## src/rtl/vrased_reset_ctrl_pkg.sv

```systemverilog
// vrased_reset_ctrl shared definitions:
// state encodings, violation bit indices, widths.
package vrased_reset_ctrl_pkg;

  localparam int NUM_VIOL = 7;
  localparam int CNT_W    = 8;

  localparam int VIOL_X_STACK     = 0;
  localparam int VIOL_AC          = 1;
  localparam int VIOL_ATOMICITY   = 2;
  localparam int VIOL_DMA_AC      = 3;
  localparam int VIOL_DMA_DETECT  = 4;
  localparam int VIOL_DMA_X_STACK = 5;
  localparam int VIOL_PROOF_RESET = 6;

  typedef enum logic [1:0] {
    ST_IDLE    = 2'd0,
    ST_HOLD    = 2'd1,
    ST_WAIT_PC = 2'd2
  } state_t;

  localparam logic [CNT_W-1:0] CNT_MAX = '1;

endpackage

```

## src/rtl/vrased_reset_ctrl_hold_cnt.sv

```systemverilog
// rst_hold_cnt: 8-bit loadable down-counter
// with a zero flag; load wins over decrement.
module rst_hold_cnt
  import vrased_reset_ctrl_pkg::*;
(
  input  logic             clk,
  input  logic             reset,
  input  logic             load,
  input  logic [CNT_W-1:0] load_val,
  input  logic             dec,
  output logic [CNT_W-1:0] cnt,
  output logic             zero
);

  logic [CNT_W-1:0] cnt_q;

  // count register: load, else decrement, never underflow
  always_ff @(posedge clk) begin
    if (reset) begin
      cnt_q <= '0;
    end else if (load) begin
      cnt_q <= load_val;
    end else if (dec && (cnt_q != '0)) begin
      cnt_q <= cnt_q - 1'b1;
    end
  end

  assign cnt  = cnt_q;
  assign zero = (cnt_q == '0);

endmodule

```

## src/rtl/vrased_reset_ctrl.sv

```systemverilog
// vrased_reset_ctrl: VRASED CPU reset sequencer.
// Violation log built only with VRASED_VIOL_LOG_EN.
module vrased_reset_ctrl
  import vrased_reset_ctrl_pkg::*;
#(
  parameter logic [15:0] RESET_HANDLER = 16'h0000,
  parameter int          HOLD_CYCLES   = 4
) (
  input  logic                clk,
  input  logic                reset,
  input  logic [15:0]         pc,
  input  logic [NUM_VIOL-1:0] viol,
  input  logic                cause_clr,
  output logic                cpu_reset,
  output logic                busy,
  output logic [NUM_VIOL-1:0] cause,
  output logic                cause_valid,
  output logic [CNT_W-1:0]    viol_count
);

  localparam logic [CNT_W-1:0] LOAD_VAL =
    CNT_W'(HOLD_CYCLES - 1);

  state_t           state_q;
  state_t           state_d;
  logic             any_viol;
  logic             event_hit;
  logic             in_hold;
  logic             hold_done;
  logic             cnt_load;
  logic             cnt_dec;
  logic [CNT_W-1:0] cnt;
  logic             cnt_zero;

  assign any_viol  = |viol;
  assign in_hold   = (state_q == ST_HOLD);
  assign event_hit = any_viol && !in_hold;
  // The combinational event cycle is the first
  // high cycle, so HOLD ends one count early.
  assign hold_done = cnt_zero || (cnt == 8'd1);
  assign cnt_load  = event_hit;
  assign cnt_dec   = in_hold;

  rst_hold_cnt u_hold_cnt (
    .clk      (clk),
    .reset    (reset),
    .load     (cnt_load),
    .load_val (LOAD_VAL),
    .dec      (cnt_dec),
    .cnt      (cnt),
    .zero     (cnt_zero)
  );

  // state register
  always_ff @(posedge clk) begin
    if (reset) begin
      state_q <= ST_IDLE;
    end else begin
      state_q <= state_d;
    end
  end

  // next-state: a violation beats a pc match
  always_comb begin
    state_d = state_q;
    unique case (state_q)
      ST_IDLE: begin
        if (event_hit) state_d = ST_HOLD;
      end
      ST_HOLD: begin
        if (hold_done) state_d = ST_WAIT_PC;
      end
      ST_WAIT_PC: begin
        if (event_hit) begin
          state_d = ST_HOLD;
        end else if (pc == RESET_HANDLER) begin
          state_d = ST_IDLE;
        end
      end
      default: state_d = ST_IDLE;
    endcase
  end

  // zero-latency reset; block reset drops HOLD now
  always_comb begin
    cpu_reset = any_viol || (in_hold && !reset);
    busy      = (state_q != ST_IDLE);
  end

`ifdef VRASED_VIOL_LOG_EN
  logic [NUM_VIOL-1:0] cause_q;
  logic [CNT_W-1:0]    count_q;

  // sticky cause and saturating count;
  // a same-cycle event beats cause_clr
  always_ff @(posedge clk) begin
    if (reset) begin
      cause_q <= '0;
      count_q <= '0;
    end else begin
      if (cause_clr) begin
        cause_q <= viol;
        count_q <= event_hit ? 8'd1 : 8'd0;
      end else begin
        cause_q <= cause_q | viol;
        if (event_hit && (count_q != CNT_MAX)) begin
          count_q <= count_q + 1'b1;
        end
      end
    end
  end

  assign cause       = cause_q;
  assign cause_valid = |cause_q;
  assign viol_count  = count_q;
`else
  logic unused_cause_clr;
  assign unused_cause_clr = cause_clr;
  assign cause       = '0;
  assign cause_valid = 1'b0;
  assign viol_count  = '0;
`endif

endmodule

```

## config.mk

```make
export PLATFORM = sky130hd
export DESIGN_NAME = vrased_reset_ctrl
export DESIGN_NICKNAME = d
export VERILOG_FILES = /design/src/rtl/vrased_reset_ctrl_pkg.sv /design/src/rtl/vrased_reset_ctrl_hold_cnt.sv /design/src/rtl/vrased_reset_ctrl.sv
export SDC_FILE = /design/constraint.sdc
export NUM_CORES = 1
export LEC_CHECK = 0
export ABC_CLOCK_PERIOD_IN_PS = 1700
export CORE_UTILIZATION = 32
export CTS_CLUSTER_SIZE = 8
export DETAILED_ROUTE_END_ITERATION = 6
export PLACE_DENSITY = 0.81
export SETUP_SLACK_MARGIN = 0.05
export SYNTH_ARGS = -nofsm -noshare
export SYNTH_HDL_FRONTEND = slang
export SYNTH_SLANG_ARGS = --single-unit
```

## constraint.sdc

```tcl
create_clock -name clk -period 1.7 [get_ports clk]
set_input_delay 0.17 -clock clk [delete_from_list [all_inputs] [get_ports clk]]
set_output_delay 0.17 -clock clk [all_outputs]
set_load 0.01 [all_outputs]
```

Word level (Yosys, flattened, before mapping)
Index checks and enable logic that the tools add are counted.

word-level totals
  input port bits = 26
  logic and storage cells = 33
  flip-flop bits (word level) = 10
  output and inout port bits = 18

cells by class
  reductions and logical operators = 16
  multiplexer cells = 7
  add/sub/neg operators = 1
  eq/ne operators = 6

operators with widths
  kind                                                                     number
  16-bit logical NOT                                                       1
  2-bit two-way mux                                                        6
  8-bit by 1-bit equality test with 1-bit output, second input constant    1
  8-bit logical NOT                                                        1
  8-bit nonzero test                                                       1
  8-bit by 1-bit subtractor with 8-bit output, second input constant       1
  7-bit OR reduction                                                       1
  2-bit one-hot mux with 3 select lines                                    1
  2-bit nonzero test                                                       2
  1-bit logical AND                                                        3
  3-bit inequality test, second input constant                             1
  3-bit AND reduction                                                      1
  2-bit by 1-bit equality test with 1-bit output, second input constant    1
  2-bit equality test, second input constant                               1
  1-bit logical NOT                                                        2
  2-bit logical NOT                                                        1
  1-bit logical OR                                                         2
  2-bit by 1-bit inequality test with 1-bit output, second input constant  1
  2-bit inequality test, second input constant                             1
  2-bit OR reduction                                                       1

Depth between registers and ports, before layout
Gate-level depths: netlist of the first run.

  depth in word-level cells = 5
  mapped depth = 6
  mapped depth without buffers = 6

Modules after synthesis
A second synthesis of the first run with hierarchy kept.

second synthesis, totals
  cells, all modules = 100
  area, all modules = 834.6 sq um

modules (own cells, without submodules)
  module             seq. area each (sq um)  cells an instance  area an instance (sq um)  instances
  rst_hold_cnt       160.2                   59                 515.5                     1
  vrased_reset_ctrl  40.0                    41                 319.1                     1

Least setup slack after synthesis of the first run
Ideal clock, no wire load.

  path kind = reg2reg
  start point = reg u_hold_cnt.cnt_q[0] (netlist: u_hold_cnt.cnt[0])
  end point = reg u_hold_cnt.cnt_q[4] (netlist: u_hold_cnt.cnt[4])
  library setup time = 0.134 ns
  cell stages (with the launch flop) = 7
  arrival time = 1.521 ns
  path slack = 0.045 ns
  clock period less this slack = 1.655 ns
  data required time = 1.566 ns
  buffers on the path = 0
  cells stage by stage = dfxtp_1 > inv_1 > ha_1 > or3b_2 > o2111ai_1 > or3_2 > a21oi_1

between the ends
  word-level cells in the longest chain between the ends = 2
  elaborated cells between the ends (all ways) = 3
  classes of those cells = add/sub: 1; reduce/logical: 2

ends and longest elaborated chain
  element                                                                                              line                              RTL
  from (decl)                                                                                          vrased_reset_ctrl_hold_cnt.sv:15  logic [CNT_W-1:0] cnt_q;
  from (signal assigned)                                                                               vrased_reset_ctrl_hold_cnt.sv:22  cnt_q <= load_val;
  from (signal assigned)                                                                               vrased_reset_ctrl_hold_cnt.sv:24  cnt_q <= cnt_q - 1'b1;
  parallel branches: the longest is 2 deep, another holds 8-bit by 1-bit subtractor with 8-bit output  -

Parallel ways; which one is timed is not known.
A chain may end at the register's enable or synchronous reset.

Final worst setup path of the first run
  start point = reg u_hold_cnt.cnt_q[0] (netlist: u_hold_cnt.cnt[0])
  end point = reg u_hold_cnt.cnt_q[7] (netlist: u_hold_cnt.cnt[7])

The elaborated chain is that of the path after synthesis.

==> results.json, run 1 <==
{
  "ff2ff_path_depth": 7,
  "port_buffers": 26,
  "vias_per_cell": 4.830,
  "hold_start": "u_hold_cnt.cnt[6]",
  "dr.pass1.iters": 4,
  "cp_num_cells": 7,
  "drv_slew": 0,
  "finalHoldViolCount": 0,
  "grt_max_degree": 8,
  "synth_area_leader_cell": "dfxtp_1",
  "final_nets": 156,
  "worst-path-buf-inv": 2,
  "gp_routability_congestion": 0.7738,
  "pre_cts_slack_ps": -420.5,
  "drv_cap": 0,
  "ant_nets": 0,
  "relSlewSlack_pct": 64.09,
  "antenna_found_initial": 0,
  "rsz0062_at_grt": "yes",
  "syn_avg_cell_area_um2": 8.191,
  "die_y_um": 48.92,
  "track_usage_pct": 16.81,
  "ys_seq_elements": 10,
  "p_per_area_nw_per_um2": 686.1,
  "synth_area_um2": 704.4,
  "wl_um": 1798,
  "r2r_setup_slack_ps": 50,
  "worstPathArrival_ps": 1860,
  "end_kind": "register",
  "final_util_pct": 54.08,
  "skew_ps": 2.293,
  "drtIter0Drc": 10,
  "r2r-start": "u_hold_cnt.cnt[0]",
  "synthTopCellsByArea": "dfxtp_1, buf_4, a21oi_1, ha_1, nor4_1",
  "fmaxAchievable_mhz": 607.2,
  "layout-drive-gt1-share_pct": 26.19,
  "dp_hpwl_um": 1419,
  "wl_per_cell_um": 11.75,
  "vias": 739,
  "leakagePower_nw": 0.4624,
  "hold_path_depth": 2,
  "drc_errors": 0,
  "fin_crit_sh_pct": 96.87,
  "clk_pin_slew_worst_paths_ps": 70,
  "synthCells": 86,
  "synthToLayoutAreaGrowth_pct": 55.24,
  "cts_tree": "built",
  "rows": 16,
  "h-tree-depth": 1,
  "cpMaxStageDelayCell": "or4_4",
  "worstReg2RegEnd": "u_hold_cnt.cnt[7]",
  "fin_ws_ps": 53.15,
  "clock_path_buffers": 2,
  "cts_root_buffer": "clkbuf_4",
  "worstHoldPathType": "reg -> reg",
  "antenna_cells": 0,
  "min_to": "u_hold_cnt.cnt[6]",
  "initial_utilization_pct": 34.84,
  "path_class": "reg -> reg",
  "ys_warn_count": 0,
  "required_ps": 1920,
  "setup_viol": 0,
  "core_um2": 2022,
  "overflow": 0,
  "tightest_slew_ps": 537.5,
  "layout_min_cycle_time_ps": 1647,
  "crit_fanout": 7,
  "grt_pass1_vias": 718,
  "crit_chain": "inv_2 -> ha_2 -> or3b_4 -> o21ai_4 -> buf_6 -> or4_4 -> a21oi_2",
  "clk-insertion-delay-late_ps": 280,
  "slowest_delay_ps": 470,
  "ctsHoldBuffers": 0,
  "numCtsBuffers": 3,
  "grt_pass1_wl_um": 3036,
  "synth-seq-area-share_pct": 28.42,
  "cpLargestDelayFamily": "simple AND/OR/NAND/NOR gates",
  "die_area_um2": 2393,
  "yosys.area.top_type_share_pct": 28.42,
  "clock_sinks": 10,
  "status": "complete, no violations",
  "die_w_um": 48.92,
  "synth_cell_types": 31,
  "cp-start-kind": "register",
  "num_io_pins": 44,
  "ir_drop_mv": 0.6352
}
timing repair:
| action | CTS | global route |
|---|---|---|
| buffers inserted | 1 | 0 |
| cloned | 0 | 0 |
| gates resized for setup | 16 | 5 |
| setup endpoints to repair | 9 | 9 |
| pin swaps | 4 | 2 |
metrics by stage:
stage | hold WS (ps) | cell area, um^2 | total power, mW | setup TNS (ps) | cells
after floorplan | 239.1 | 767.0 | 0.4119 | 0 | 101
final | 501.0 | 1094 | 0.7503 | 0 | 153
after detailed placement | 479.3 | 1018 | 0.5039 | -1830 | 148
after global routing | 551.8 | 1094 | 0.7869 | -19.62 | 153
after CTS | 493.9 | 1079 | 0.7384 | 0 | 153
after global placement | 466.8 | 1018 | 0.4952 | -1020 | 148
state kept, by name, summed over array words and instances (netlist names):
| signal | flops |
|---|---|
| u_hold_cnt.cnt | 8 |
| state_q | 2 |
per-layer routing:
metal  up-vias  part of all wire (%)  GRT usage, %
li1        362                     -             -
met1       347                    37         15.28
met2        25                    58         34.03
met3         5                   2.9         2.492
met4         0                   2.3         10.29
met5         -                     0             0
synth_stat cells, drive strengths merged:
cell	n
buf	16
dfxtp	10
a21oi	8
nor4	6
o21ai	6
inv	5
or3	4
or4	4
ha	3
nor2	3
nand2b	2
o31ai	2
or2	2
a211oi	1
a21o	1
clkbuf	1
conb	1
nand2	1
nand3	1
nand4	1
nand4b	1
nor2b	1
nor3	1
o2111ai	1
o21bai	1
o22a	1
or3b	1
xnor2	1
area by class of cell:
cell class	instances	area (um^2)
clock buffer	4	36.28
tap	27	33.78
timing repair buffer	38	344.1
sequential	10	201.4
multi-input combinational	69	459.2
fill	184	928.4
inverter	5	18.77
worst max path at each step:
stage | startpoint | end | slack [ps]
finish | u_hold_cnt.cnt[0] | u_hold_cnt.cnt[7] | 50
floorplan | u_hold_cnt.cnt[4] | u_hold_cnt.cnt[7] | 50
CTS | viol[6] | cpu_reset | 30
detailed placement | viol[2] | cpu_reset | -420
global placement | viol[2] | cpu_reset | -320
global route | u_hold_cnt.cnt[0] | u_hold_cnt.cnt[7] | -10
worst register-to-register path: stages, from the launching register on:
cell	delay, ps
dfxtp_2	330
inv_2	40
ha_2	170
or3b_4	260
o21ai_4	60
buf_6	130
or4_4	470
a21oi_2	140
logic make-up after synthesis:
| family | share of synthesized area (%) |
|---|---|
| AND/OR/NAND/NOR | 25.75 |
| buffers and inverters | 20.43 |
| AO/OA/AOI/OAI | 18.30 |
| flip-flops | 28.42 |
| adder cells (fa/ha/maj) | 5.329 |
| XOR/XNOR | 1.244 |
| other | 0.5323 |
cells in the final DEF, fill, tap and decap left out, types with 3 or more instances in the layout:
cell type        netlist  final
inv_1                  5      3
nor2_1                 3      3
conb_1                 1     16
a21oi_1                8      7
o21ai_0                5      4
buf_4                 16     11
clkdlybuf4s50_1        0     21
clkbuf_4               0      3
nor4_1                 5      5
or4_4                  0      3
dfxtp_1               10      9
dlygate4sd2_1          0      4
power breakdown:
| group | total [mW] | switching [mW] | internal (mW) |
|---|---|---|---|
| Combinational | 0.265 | 0.122 | 0.143 |
| Clock | 0.226 | 0.0957 | 0.130 |
| Sequential | 0.259 | 0.00985 | 0.249 |
No activity file was read; power rests on OpenSTA's default activity.
==> run 2: changes to the inputs <==
--- a/config.mk
+++ b/config.mk
@@ -6,11 +6,12 @@
 export NUM_CORES = 1
 export LEC_CHECK = 0
 export ABC_CLOCK_PERIOD_IN_PS = 1700
-export CORE_UTILIZATION = 32
+export CORE_UTILIZATION = 35
 export CTS_CLUSTER_SIZE = 8
 export DETAILED_ROUTE_END_ITERATION = 6
-export PLACE_DENSITY = 0.81
+export PLACE_DENSITY = 0.83
 export SETUP_SLACK_MARGIN = 0.05
 export SYNTH_ARGS = -nofsm -noshare
 export SYNTH_HDL_FRONTEND = slang
+export SYNTH_HIERARCHICAL = 1
 export SYNTH_SLANG_ARGS = --single-unit
==> constraint.sdc (replaced) <==
create_clock -name clk -period 1.7 [get_ports clk]
set_input_delay 0.34 -clock clk [delete_from_list [all_inputs] [get_ports clk]]
set_output_delay 0.34 -clock clk [all_outputs]
set_load 0.02 [all_outputs]
==> run 2 against run 1 <==
Compared with the run above: non-clock buffer count increased by 12; critical endpoint is now u_hold_cnt/cnt[0]; flip-flop and latch count unchanged; maximum frequency down 8.6%; setup slack worse by 160 ps; cell count rose by 21%; sequential power increased by 16%; largest cell class unchanged; synthesized cell count grew 16%; critical path type unchanged; worst hold slack got worse by 19 ps; the run now ends with setup timing left; global-route usage is 3.1 points higher; wire length is 34% higher.
==> results.json, run 2 <==
{
  "gp_routability_congestion": 0.8962,
  "antenna_cells": 0,
  "ff2ff_path_depth": 5,
  "cts_root_buffer": "clkbuf_4",
  "worstPathArrival_ps": 1990,
  "finalHoldViolCount": 0,
  "synthTopCellsByCount": "buf_4, dfxtp_1, nor2_1",
  "async_reset_ff_share_pct": 0,
  "largest_reg_flops": 8,
  "vias_per_cell": 4.984,
  "worstReg2RegEnd": "u_hold_cnt/cnt[0]",
  "end_kind": "register",
  "clk_pin_slew_worst_paths_ps": 60,
  "h-tree-depth": 1,
  "grt_pass1_vias": 906,
  "required_ps": 1890,
  "dp_hpwl_um": 1691,
  "ctsHoldBuffers": 0,
  "layout_min_cycle_time_ps": 1802,
  "grt_pass1_wl_um": 3788,
  "worstHoldPathType": "in -> reg",
  "crit_path_start": "u_hold_cnt/cnt[2]",
  "port_buffers": 26,
  "setup_viol": 7,
  "final_cell_mix": "conb_1, buf_4, clkdlybuf4s50_1",
  "final_nets": 187,
  "holdWs_ps": 482.0,
  "wl_per_cell_um": 13.02,
  "p_per_area_nw_per_um2": 698.3,
  "final_area_um2": 1430,
  "num_io_pins": 44,
  "numCtsBuffers": 3,
  "placed_area_um2": 1220,
  "mostFrequentLayoutCell": "conb_1",
  "synthTopCellsByArea": "dfxtp_1, buf_4, nor4_1, a21oi_1, nor2_1",
  "syn_avg_cell_area_um2": 8.346,
  "die_y_um": 50.83,
  "die_w_um": 50.83,
  "synthCells": 100,
  "rsz0062_at_grt": "yes",
  "cp-endpoint": "u_hold_cnt/cnt[0]",
  "fmaxAchievable_mhz": 554.9,
  "wl_um": 2408,
  "yosys.area.top_type_share_pct": 23.99,
  "core_um2": 2233,
  "cts_tree": "built",
  "antenna_found_initial": 0,
  "clock_sinks": 10,
  "ys.flop_type": "dfxtp_1",
  "yosys.cell_count.top_type": "buf_4",
  "rows": 17,
  "synth-edff-count": 0,
  "ys_seq_elements": 10,
  "initial_utilization_pct": 37.37,
  "status": "complete, but fails checks",
  "grt_max_degree": 14,
  "ys_warn_count": 6,
  "dr.pass1.iters": 4,
  "failed_checks": "setup timing",
  "ir_drop_mv": 0.4298,
  "setup_tns_ps": -490.9,
  "r2r_setup_slack_ps": -100,
  "fin_ws_ps": -102.3,
  "vias": 922,
  "drv_slew": 0,
  "synth-seq-area-share_pct": 23.99,
  "fin_crit_sh_pct": 106.0,
  "path_class": "reg -> reg",
  "leakagePower_nw": 0.5759,
  "drv_cap": 0,
  "overflow": 0,
  "crit_fanout": 4,
  "drtIter0Drc": 13,
  "synth_cell_types": 38,
  "skew_ps": 1.824,
  "synth_area_leader_cell": "dfxtp_1",
  "synthToLayoutAreaGrowth_pct": 71.36,
  "die_area_um2": 2584,
  "layout-drive-gt1-share_pct": 43.95,
  "hold_path_depth": 4,
  "ant_nets": 0,
  "clock_path_buffers": 2,
  "drc_errors": 0,
  "clk-insertion-delay-late_ps": 270,
  "r2r-start": "u_hold_cnt/cnt[2]",
  "synth_area_um2": 834.6,
  "cp-start-kind": "register",
  "track_usage_pct": 19.86
}
run 2: cell count changes after synthesis, sizes merged, moves of 2 or more:
cell and change:
nor2 +5, nor3b +4, a21oi -2, a311oi +2, o21ai -2, o41ai +2
or3 -2, or4 +2, xnor2 +2
run 2: routing by layer:
layer | GRT usage (%) | vias to the layer above | part of all wire [%]
met5 | 0 | - | 0
li1 | - | 445 | -
met1 | 20.47 | 415 | 37
met2 | 37.11 | 54 | 53
met4 | 12.50 | 0 | 3.6
met3 | 2.976 | 8 | 6.5
run 2: worst min-delay path by stage:
stage,endpoint,startpoint,slack (ps)
after floorplan,state_q[0],reset,410
after global placement,u_hold_cnt/cnt[5],u_hold_cnt/cnt[5],520
after detailed placement,u_hold_cnt/cnt[5],u_hold_cnt/cnt[5],530
after CTS,state_q[0],viol[2],470
after global routing,state_q[0],viol[2],490
final,state_q[0],viol[2],480
run 2: through the flow:
stage | setup WS, ps | instances | util (%) | power (mW)
final | -102.3 | 185 | 64.03 | 0.9986
after detailed placement | -803.3 | 176 | 54.62 | 0.6954
after CTS | -181.8 | 184 | 61.51 | 0.9483
after global routing | -148.7 | 185 | 64.03 | 1.049
after floorplan | -235.6 | 122 | - | 0.5324
after global placement | -784.5 | 176 | 54.62 | 0.6774
run 2: report_power, final:
| group | internal (mW) | switching [mW] | leakage [nW] |
|---|---|---|---|
| clock | 0.0820 | 0.0841 | 0.0138 |
| combinational | 0.278 | 0.254 | 0.478 |
| sequential | 0.264 | 0.0366 | 0.0843 |
run 2: logic make-up after synthesis:
group | count (synthesis) | synth area share [%]
adders and majority gates | 2 | 2.998
other | 2 | 0.8999
and+or+nand+nor | 36 | 29.54
muxes | 1 | 1.199
buffers and inverters | 25 | 18.44
xor gates and xnor gates | 3 | 3.149
AOI/OAI and AO/OA | 21 | 19.79
DFF | 10 | 23.99
run 2: critical path, stage by stage (launching register included):
cell and delay [ps]:
dfxtp_2 340, or4_4 570, o41ai_4 310, buf_4 220, xnor2_2 90, a211oi_2 190
run 2: layout make-up:
cell class	instances	area [um^2]
multi-input cells	87	685.7
well taps	28	35.03
fillers	184	803.3
repair buffers	50	442.9
inverters	7	38.79
clock buffers	3	22.52
flip-flops and latches	10	205.2
run 2: what timing repair did:
item	in CTS	in global routing
resized for setup	51	15
pin swaps	18	10
endpoints found under the setup margin	12	11
buffers inserted	5	1
